## config.mk

```make
export PLATFORM = sky130hd
export DESIGN_NAME = segasys1_rom_fetch
export DESIGN_NICKNAME = d
export VERILOG_FILES = /design/src/rtl/segasys1_rom_fetch.sv
export SDC_FILE = /design/constraint.sdc
export NUM_CORES = 1
export LEC_CHECK = 0
export CAP_MARGIN = 20
export CORE_MARGIN = 3
export CORE_UTILIZATION = 54
export DETAILED_ROUTE_END_ITERATION = 8
export PLACE_DENSITY = 0.86
export SLEW_MARGIN = 25
export SYNTH_ARGS = -nofsm -noshare
export SYNTH_HDL_FRONTEND = slang
export SYNTH_SLANG_ARGS = --single-unit
```

## constraint.sdc

```tcl
create_clock -name clk -period 3.15 [get_ports clk]
set_input_delay 0.4725 -clock clk [delete_from_list [all_inputs] [get_ports clk]]
set_output_delay 0.4725 -clock clk [all_outputs]
set_load 0.01 [all_outputs]
```

## src/rtl/segasys1_rom_fetch.sv

```systemverilog
// Tile/sprite ROM fetch stage for the System 1/2 video block: one-word cache per
// client, both fed from a single shared 32-bit SDRAM read channel (toggle req/ack).
module segasys1_rom_fetch #(
    parameter logic [21:0] TILE_BASE = 22'h040000,
    parameter logic [21:0] SPR_BASE  = 22'h020000
) (
    input  logic        clk,
    input  logic        RESET_N,
    input  logic [14:0] tile_rom_addr,
    output logic [31:0] tile_rom_do,
    input  logic [17:0] spr_rom_addr,
    output logic [7:0]  spr_rom_do,
    output logic [21:0] sd_addr,
    output logic        sd_req,
    input  logic        sd_ack,
    input  logic [31:0] sd_dout,
    output logic        busy
);

    typedef enum logic [1:0] {IDLE, WAIT_T, WAIT_S} state_t;

    state_t      state;
    state_t      state_nx;
    logic        tile_valid;
    logic        spr_valid;
    logic [14:0] tile_tag;
    logic [15:0] spr_tag;
    logic [31:0] spr_word;
    logic        last_spr;
    logic [15:0] pend_addr;
    logic        tile_miss;
    logic        spr_miss;
    logic        issue_t;
    logic        issue_s;
    logic        done;
    logic [21:0] tile_sd_addr;
    logic [21:0] spr_sd_addr;
    logic [7:0]  spr_byte;

    assign tile_miss    = !tile_valid || (tile_rom_addr != tile_tag);
    assign spr_miss     = !spr_valid || (spr_rom_addr[17:2] != spr_tag);
    // 22-bit sums; any carry out of bit 21 wraps around
    assign tile_sd_addr = TILE_BASE + {5'd0, tile_rom_addr, 2'b00};
    assign spr_sd_addr  = SPR_BASE + {4'd0, spr_rom_addr[17:2], 2'b00};

    always_comb begin
        spr_byte = spr_word[7:0];
        case (spr_rom_addr[1:0])
            2'd0: spr_byte = spr_word[7:0];
            2'd1: spr_byte = spr_word[15:8];
            2'd2: spr_byte = spr_word[23:16];
            2'd3: spr_byte = spr_word[31:24];
            default: spr_byte = spr_word[7:0];
        endcase
    end

    // When both clients miss, the one not served last wins so neither starves
    always_comb begin
        state_nx = state;
        issue_t  = 1'b0;
        issue_s  = 1'b0;
        done     = 1'b0;
        case (state)
            IDLE: begin
                if (tile_miss && spr_miss) begin
                    if (last_spr) issue_t = 1'b1;
                    else          issue_s = 1'b1;
                end else if (tile_miss) begin
                    issue_t = 1'b1;
                end else if (spr_miss) begin
                    issue_s = 1'b1;
                end
                if (issue_t)      state_nx = WAIT_T;
                else if (issue_s) state_nx = WAIT_S;
            end
            WAIT_T, WAIT_S: begin
                if (sd_ack == sd_req) begin
                    done     = 1'b1;
                    state_nx = IDLE;
                end
            end
            default: state_nx = IDLE;
        endcase
    end

    always_ff @(posedge clk or negedge RESET_N) begin
        if (!RESET_N) state <= IDLE;
        else          state <= state_nx;
    end

    always_ff @(posedge clk or negedge RESET_N) begin
        if (!RESET_N) begin
            tile_rom_do <= '0;
            spr_rom_do  <= '0;
            sd_addr     <= '0;
            sd_req      <= 1'b0;
            busy        <= 1'b0;
            tile_valid  <= 1'b0;
            spr_valid   <= 1'b0;
            tile_tag    <= '0;
            spr_tag     <= '0;
            spr_word    <= '0;
            last_spr    <= 1'b1;
            pend_addr   <= '0;
        end else begin
            if (issue_t) begin
                sd_addr   <= tile_sd_addr;
                pend_addr <= {1'b0, tile_rom_addr};
                sd_req    <= ~sd_req;
                busy      <= 1'b1;
            end
            if (issue_s) begin
                sd_addr   <= spr_sd_addr;
                pend_addr <= spr_rom_addr[17:2];
                sd_req    <= ~sd_req;
                busy      <= 1'b1;
            end
            // Tag takes the address actually fetched; a moved address just misses again
            if (done) begin
                busy <= 1'b0;
                if (state == WAIT_T) begin
                    tile_rom_do <= sd_dout;
                    tile_tag    <= pend_addr[14:0];
                    tile_valid  <= 1'b1;
                    last_spr    <= 1'b0;
                end else begin
                    spr_word  <= sd_dout;
                    spr_tag   <= pend_addr;
                    spr_valid <= 1'b1;
                    last_spr  <= 1'b1;
                end
            end
            if (!spr_miss) spr_rom_do <= spr_byte;
        end
    end

endmodule

```

==> Word level (Yosys, flattened, before mapping) <==
Index checks and enable logic that the tools add are counted.
{ "totals": {"regBits": 148, "in_bits": 68, "out_inout_bits": 64, "elab_cells": 68} }
{ "classes": {"add_sub_neg": 2, "eq_ne": 10, "n_mux": 28, "bitwise_logic": 2, "reduce_logical": 13} }
{ "op_table": {"columns": ["operator", "count"], "rows": [
  ["22-bit 2-to-1 mux", 2],
  ["16-bit 2-to-1 mux", 2],
  ["8-bit one-hot mux with 4 select lines", 1],
  ["19-bit by 17-bit adder with 20-bit output, first input constant", 1],
  ["18-bit by 18-bit adder with 19-bit output, first input constant", 1],
  ["1-bit 2-to-1 mux", 19],
  ["16-bit != test", 1],
  ["15-bit != test", 1],
  ["2-bit == test, second input constant", 3],
  ["2-bit 2-to-1 mux", 3],
  ["2-bit AND reduction", 3],
  ["2-bit by 1-bit == test with 1-bit output, second input constant", 2],
  ["2-bit zero test", 2],
  ["2-bit one-hot mux with 2 select lines", 1],
  ["3-bit != test, second input constant", 1],
  ["3-bit nonzero test", 1],
  ["1-bit zero test", 2],
  ["1-bit logical OR", 2],
  ["2-bit != test, second input constant", 1],
  ["1-bit NOT", 2],
  ["2-bit nonzero test", 1],
  ["2-bit OR reduction", 1],
  ["1-bit == test", 1],
  ["1-bit logical AND", 1]
]} }

==> Logic depth before layout (Yosys ltp) <==
Gate-level depths: netlist of run 1.
{ "depth": {"depth_word": 9, "depth_mapped": 8, "depth_no_buf": 7} }

==> Worst setup path before layout of run 1 <==
OpenSTA, ideal clock, no wires.
{ "synth_timing": {"path_kind": "in2reg", "start": "input tile_rom_addr[11]", "end": "register pend_addr[10]", "setup_ps": 66, "t_arrival_ps": 1882, "required_time_ps": 3084, "setup_slack_ps": 1202, "stages": 8, "path_buffers": 2, "cell_sequence": "xnor2_1 nand4_1 or4_4 a21oi_2 and2_4 buf_8 buf_12 a221o_1"} }
{ "synth_between": {"elab_chain_cells": 7, "elab_cells_between_ends": 13, "cone_classes": "1 x eq/ne; 9 x mux; 3 x reduce/logical"} }
{ "synth_lines": {"columns": ["element", "line_no", "text"], "rows": [
  ["from (decl)", "9", "input logic [14:0] tile_rom_addr,"],
  ["15-bit != test *", "40", "assign tile_miss = !tile_valid || (tile_rom_addr != tile_tag);"],
  ["1-bit logical OR *", "40", null],
  ["1-bit 2-to-1 mux / 1-bit logical AND (equally long branches)", "68, 65", null],
  ["1-bit 2-to-1 mux", "65", "if (tile_miss && spr_miss) begin"],
  ["1-bit 2-to-1 mux (2 in series)", "63", "case (state)"],
  ["16-bit 2-to-1 mux / 2-bit nonzero test (equally long branches)", null, null],
  ["to (signal assigned)", "108", "pend_addr <= {1'b0, tile_rom_addr};"],
  ["to (signal assigned)", "114", "pend_addr <= spr_rom_addr[17:2];"],
  ["to (decl)", "30", "logic [15:0] pend_addr;"]
]} }
Every way passes the cells marked *; elsewhere a longest branch is shown, timed or not. The select of a mux whose other input is x is not followed.
A chain may end at the register's enable or synchronous reset.

==> Final worst setup path of run 1 <==
{ "layout_timing": {"start": "input tile_rom_addr[4]", "end": "register pend_addr[6]"} }
Same word-level chain as after synthesis.

==> results.json, run 1 <==
{
  "routed_wl_um": 13300,
  "dr.pass1.iters": 4,
  "max_freq_ghz": 0.435,
  "vdd_drop_max_mv": 0.564,
  "grt_max_degree": 58,
  "yosys-top-cells-area": "dfrtp_1, mux2_2, xnor2_1",
  "start_util_pct": 56.5,
  "end_kind": "flop",
  "io_buffers": 126,
  "slew_headroom_pct": 58.6,
  "status": "complete, no violations",
  "antenna_found_initial": 0,
  "fin_worst_skew_ps": 8.27,
  "syn-cell-area_um2": 5620,
  "setup_slack_ps": 850,
  "rsz0062_at_grt": "false",
  "finalCritPeriodShare_pct": 73.0,
  "fp-row-count": 36,
  "synth.largest_area_cell": "dfrtp_1",
  "setup_viol": 0,
  "synth_top_area_share_pct": 56.5,
  "core_um2": 9950,
  "die_width_um": 108,
  "cts_num_sinks": 128,
  "wl_per_cell_um": 20.4,
  "dieArea_um2": 11700,
  "nets": 574,
  "grt_pass1_wl_um": 21300,
  "clock_latency_ps": 520,
  "post-route-util_pct": 75.9,
  "min_period_ps": 2300,
  "powerDensity_nw_per_um2": 1060,
  "worstSetupStartpointType": "primary input",
  "first_global_vias": 4062,
  "die_h_um": 108,
  "p_leak_nw": 3.18,
  "cts_resized": 0,
  "maxCapViolations": 0,
  "crit_required_ps": 3600,
  "drc_errors": 0,
  "cts_buffer_depth": 2,
  "cp_cell_sequence": "clkdlybuf4s50_1, xnor2_1, nand4_1, nor4_1, a31o_2, and2_1, a221o_1",
  "drive_above_1_share_pct": 32.1,
  "fin_tns_setup_ps": 0,
  "gp_congestion": 0.791,
  "slowest_stage": "nor4_1",
  "synth-main-ff-cell": "dfrtp_1",
  "crit_arrival_ps": 2750,
  "r2r_end": "pend_addr[6]",
  "crit_family": "simple AND/OR/NAND/NOR gates",
  "io_pins": 132,
  "yosysMostFrequentCell": "dfrtp_1",
  "synthTopCellsByCount": "dfrtp_1, mux2_2, xnor2_1, buf_4, and2_1",
  "clock_tree.root_cell": "clkbuf_8",
  "hold_violations": 0,
  "grt_overflow": 0,
  "yosysSeqAreaShare_pct": 57.0,
  "dp_slack_ps": 416,
  "cts_tree": "built",
  "n_fill_cell": 605,
  "synth_edf_count": 0,
  "cts_made_buffers": 17,
  "via_count": 3572,
  "crit_fanout": 18,
  "syn_inst": 383,
  "synth_seq_cells": 128,
  "worst-slew-pin-transition_ps": 615,
  "gr-usage-all-layers_pct": 24.2,
  "dp_hpwl_um": 9060,
  "post_synth.cell_area_avg_um2": 14.7,
  "clk_pin_slew_ps": 60,
  "antenna_cells": 0,
  "maxSlewViolCount": 0,
  "synth_warnings": 0,
  "path_class": "primary input to flop",
  "ys_async_sr_fraction_pct": 100,
  "htreeDepth": 4,
  "r2r_start": "tile_tag[4]",
  "critPathBufInv": 1,
  "r2r_slack_ps": 890,
  "ant_nets": 0,
  "syn2layout_area_growth_pct": 34.4,
  "reg2regPathDepth": 6,
  "max_stage_delay_ps": 580,
  "drtIter0Drc": 189,
  "synthDistinctLibCells": 42,
  "min_path_type": "primary input to async pin",
  "avgViaCountPerCell": 5.50
}
-- report_power, final --
group          leakage, nW  switching (mW)  internal [mW]  total, mW
clock                0.306           0.689           1.38       2.07
combinational         1.32            1.19           1.85       3.04
sequential            1.55           0.501           2.43       2.93
total                 3.18            2.38           5.66       8.04
-- worst reg2reg max path, delay by kind of cell, from the launching register on --
family | cells | cell delay, ps
xor gates and xnor gates | 1 | 250
and+or+nand+nor | 3 | 960
AOI/OAI and AO/OA | 2 | 610
DFF | 1 | 390
-- sequential cells by signal, summed over array words and instances (netlist names) --
register	count
busy	1
last_spr	1
pend_addr	16
sd_addr	2
sd_req	1
spr_rom_do	8
spr_tag	16
spr_valid	1
spr_word	32
state	2
tile_rom_do	32
tile_tag	15
tile_valid	1
-- placed cells by master, fill, tap and decap left out, types with 2 or more instances in the layout --
| master | n |
|---|---|
| o21ai_0 | 3 |
| clkbuf_8 | 2 |
| mux2_2 | 103 |
| mux4_2 | 8 |
| clkdlybuf4s50_1 | 125 |
| o21a_1 | 2 |
| and2_1 | 15 |
| conb_1 | 5 |
| nor4_1 | 2 |
| a221o_1 | 9 |
| clkbuf_1 | 3 |
| xor2_1 | 4 |
| clkbuf_16 | 16 |
| buf_4 | 6 |
| dfrtp_1 | 127 |
| nand2_1 | 4 |
| inv_1 | 5 |
| xnor2_1 | 29 |
| buf_12 | 3 |
| bufinv_16 | 5 |
| ha_1 | 2 |
| clkinv_2 | 4 |
| a221o_2 | 6 |
| nand4_1 | 6 |
-- layer usage --
layer  vias to the layer above  GRT usage [%]  wire (µm)
met1                      1831           29.9       5380
met2                       136           40.3       6800
met5                         -              0          0
li1                       1591              -          -
met4                         0           7.75        191
met3                        14           8.18        906
-- cell type report --
type                    count  area, µm²  share of cell area (%)
clock inverters            11        186                    2.47
flip-flops and latches    128       3200                    42.4
multi-input cells         217       2170                    28.8
well taps                 133        166                    2.20
clock buffers              21        439                    5.81
inverters                   5       18.8                   0.248
repair buffers            135       1370                    18.1
-- worst max-delay path by stage --
stage	from	end	slack, ps	depth (start not counted)
2_1_floorplan	tile_rom_addr[11]	pend_addr[10]	1200	8
3_3_place_gp	spr_rom_addr[11]	pend_addr[3]	540	8
3_5_place_dp	tile_rom_addr[4]	pend_addr[13]	420	7
4_1_cts	spr_rom_addr[11]	pend_addr[7]	900	8
5_1_grt	tile_rom_addr[4]	pend_addr[6]	750	7
6_report	tile_rom_addr[4]	pend_addr[6]	850	7
-- kinds of logic (layout without fill, tap and decap cells) --
kind of cell | count (synthesis) | after routing | share of synthesized area, %
other | 1 | 5 | 0.0667
buffers and inverters | 42 | 172 | 4.85
AND/OR/NAND/NOR | 38 | 38 | 4.09
adder cells (fa/ha/maj) | 2 | 2 | 0.445
flip-flops | 128 | 128 | 57.0
multiplexers | 111 | 111 | 23.8
XOR/XNOR | 33 | 33 | 5.14
AO/OA/AOI/OAI | 28 | 28 | 4.58
-- through the flow --
step           instance area, µm²  instances  hold slack, ps  power [mW]
3_5_place_dp                 6920        617             444        5.95
6_report                     7550        650             455        8.04
3_3_place_gp                 6920        617             441        5.79
4_1_cts                      7550        650             445        8.10
5_1_grt                      7550        650             485        8.46
2_1_floorplan                5640        387             177        4.81
-- what timing repair did --
| action | CTS | global route |
|---|---|---|
| hold buffers | 1 | 0 |
| setup buffers | 0 | 0 |
| hold endpoints to repair | 32 | 0 |
No activity file was read; power rests on OpenSTA's default activity.
==> inputs of run 2 (changes only) <==
Settings changed: CORE_UTILIZATION 54 to 50, PLACE_DENSITY 0.86 to 0.8.
Clock period 3.15 ns to 2.4 ns, I/O delays scaled along.
==> results.json, run 2 (synthesized netlist as in run 1, its figures left out) <==
{
  "start_util_pct": 51.4,
  "avgViaCountPerCell": 5.38,
  "end_kind": "flop",
  "die_h_um": 112,
  "fin_tns_setup_ps": 0,
  "rsz0062_at_grt": "false",
  "syn2layout_area_growth_pct": 35.4,
  "r2r_end": "pend_addr[14]",
  "hold_violations": 0,
  "clock_latency_ps": 400,
  "slew_headroom_pct": 53.8,
  "via_count": 3544,
  "cp_num_cells": 8,
  "crit_required_ps": 2730,
  "grt_pass1_wl_um": 20500,
  "cts_made_buffers": 17,
  "cp_cell_sequence": "clkdlybuf4s50_1, xnor2_1, nand4_1, nor4_1, buf_4, a31o_2, and2_1, a221o_1",
  "worst-slew-pin-transition_ps": 694,
  "drive_above_1_share_pct": 32.9,
  "final_cell_area_um2": 7610,
  "wl_per_cell_um": 19.1,
  "final_cell_mix": "dfrtp_1, clkdlybuf4s50_1, mux2_2",
  "max_stage_delay_ps": 450,
  "r2r_slack_ps": 220,
  "setup_viol": 0,
  "nets": 577,
  "gr-usage-all-layers_pct": 20.9,
  "clock_tree.root_cell": "clkbuf_16",
  "routed_wl_um": 12600,
  "grt_max_degree": 129,
  "antenna_cells": 0,
  "min_path_type": "primary input to async pin",
  "n_fill_cell": 749,
  "status": "complete, no violations",
  "min_period_ps": 2210,
  "p_leak_nw": 3.20,
  "path_class": "primary input to flop",
  "dr.pass1.iters": 4,
  "finalNonFillerCells": 659,
  "io_buffers": 126,
  "fin_worst_skew_ps": 9.06,
  "r2r_start": "tile_tag[10]",
  "crit_arrival_ps": 2550,
  "maxCapViolations": 0,
  "slowest_stage": "clkdlybuf4s50_1",
  "worstSetupStartpointType": "primary input",
  "dp.cells": 628,
  "grt_overflow": 0,
  "first_global_vias": 3951,
  "final_common_cell": "dfrtp_1",
  "dpl_cell_area_um2": 6960,
  "drc_errors": 0,
  "drtIter0Drc": 167,
  "finalCritPeriodShare_pct": 92.2,
  "post-cts-setup-buffers": 0,
  "cts_num_sinks": 128,
  "cts_buffer_depth": 2,
  "cts_tree": "built",
  "die_width_um": 112,
  "critPathBufInv": 2,
  "clk_pin_slew_ps": 60,
  "maxSlewViolCount": 0,
  "core_um2": 10900,
  "crit_fanout": 18,
  "vdd_drop_max_mv": 0.768,
  "postCtsHoldBufs": 0,
  "dieArea_um2": 12600,
  "multi_input_area_um2": 2170,
  "reg_top3": "spr_word x32, tile_rom_do x32",
  "max_freq_ghz": 0.452,
  "htreeDepth": 4,
  "reg2regPathDepth": 7,
  "fp-row-count": 38,
  "powerDensity_nw_per_um2": 1390,
  "seqCellArea_um2": 3200,
  "crit_family": "simple AND/OR/NAND/NOR gates",
  "io_pins": 132,
  "antenna_found_initial": 0,
  "ant_nets": 0,
  "gp_congestion": 0.797,
  "dp_hpwl_um": 8710,
  "cts_resized": 0
}
==> run 2: cell count changes in the layout (fill, tap and decap cells not counted), sizes merged <==
cell         delta
buf             +4
clkinv          -3
clkinvlp        +2
dlygate4sd3     -1
==> run 2: area by class of cell <==
type | instances | share of cell area, %
multi-input combinational | 217 | 28.6
timing repair buffer | 138 | 18.2
clock inverter | 10 | 2.40
clock buffer | 21 | 6.18
sequential | 128 | 42.1
inverter | 5 | 0.247
tap | 140 | 2.30
==> run 2: how the worst max path moves through the flow <==
stage / start / slack [ps] / to
6_report: tile_rom_addr[10] / 190 / pend_addr[14]
5_1_grt: tile_rom_addr[10] / 80 / pend_addr[14]
4_1_cts: tile_rom_addr[10] / 200 / pend_addr[14]
3_5_place_dp: tile_rom_addr[10] / -110 / pend_addr[14]
3_3_place_gp: tile_rom_addr[10] / -80 / pend_addr[5]
2_1_floorplan: tile_tag[11] / 530 / pend_addr[10]
==> run 2: worst register-to-register path, stage by stage, from the launching register on <==
cell     delay (ps)
dfrtp_1         380
xnor2_1         280
nand4_1         190
nor4_1          390
buf_4           190
a31o_2          370
and2_1          190
a221o_1         120
==> run 2: layer usage <==
metal,up-vias,wire length (µm),global-route usage [%]
met5,-,0,0
met4,0,201,7.53
met3,15,877,6.85
met2,113,6440,35.1
met1,1819,5050,25.5
li1,1597,-,-
==> run 2: report_power, final <==
part | switching (mW) | internal [mW] | leakage [nW] | total (mW)
sequential | 0.621 | 3.18 | 1.55 | 3.81
clock | 0.902 | 1.92 | 0.311 | 2.82
combinational | 1.54 | 2.44 | 1.34 | 3.98
==> run 2: through the flow <==
stage / power (mW) / util [%] / hold slack [ps] / setup WS, ps
2_1_floorplan: 6.31 / - / 64.4 / 535
3_3_place_gp: 7.64 / 63.6 / 456 / -84.6
3_5_place_dp: 7.83 / 63.6 / 452 / -112
4_1_cts: 10.7 / 69.6 / 89.0 / 205
5_1_grt: 11.2 / 69.6 / 112 / 77.2
6_report: 10.6 / 69.6 / 47.9 / 187
==> inputs of run 3 (changes only) <==
Settings changed: SKIP_LAST_GASP set to 1.
==> results of run 3 <==
No change in the layout: final DEF, timing and power equal those of run 2.
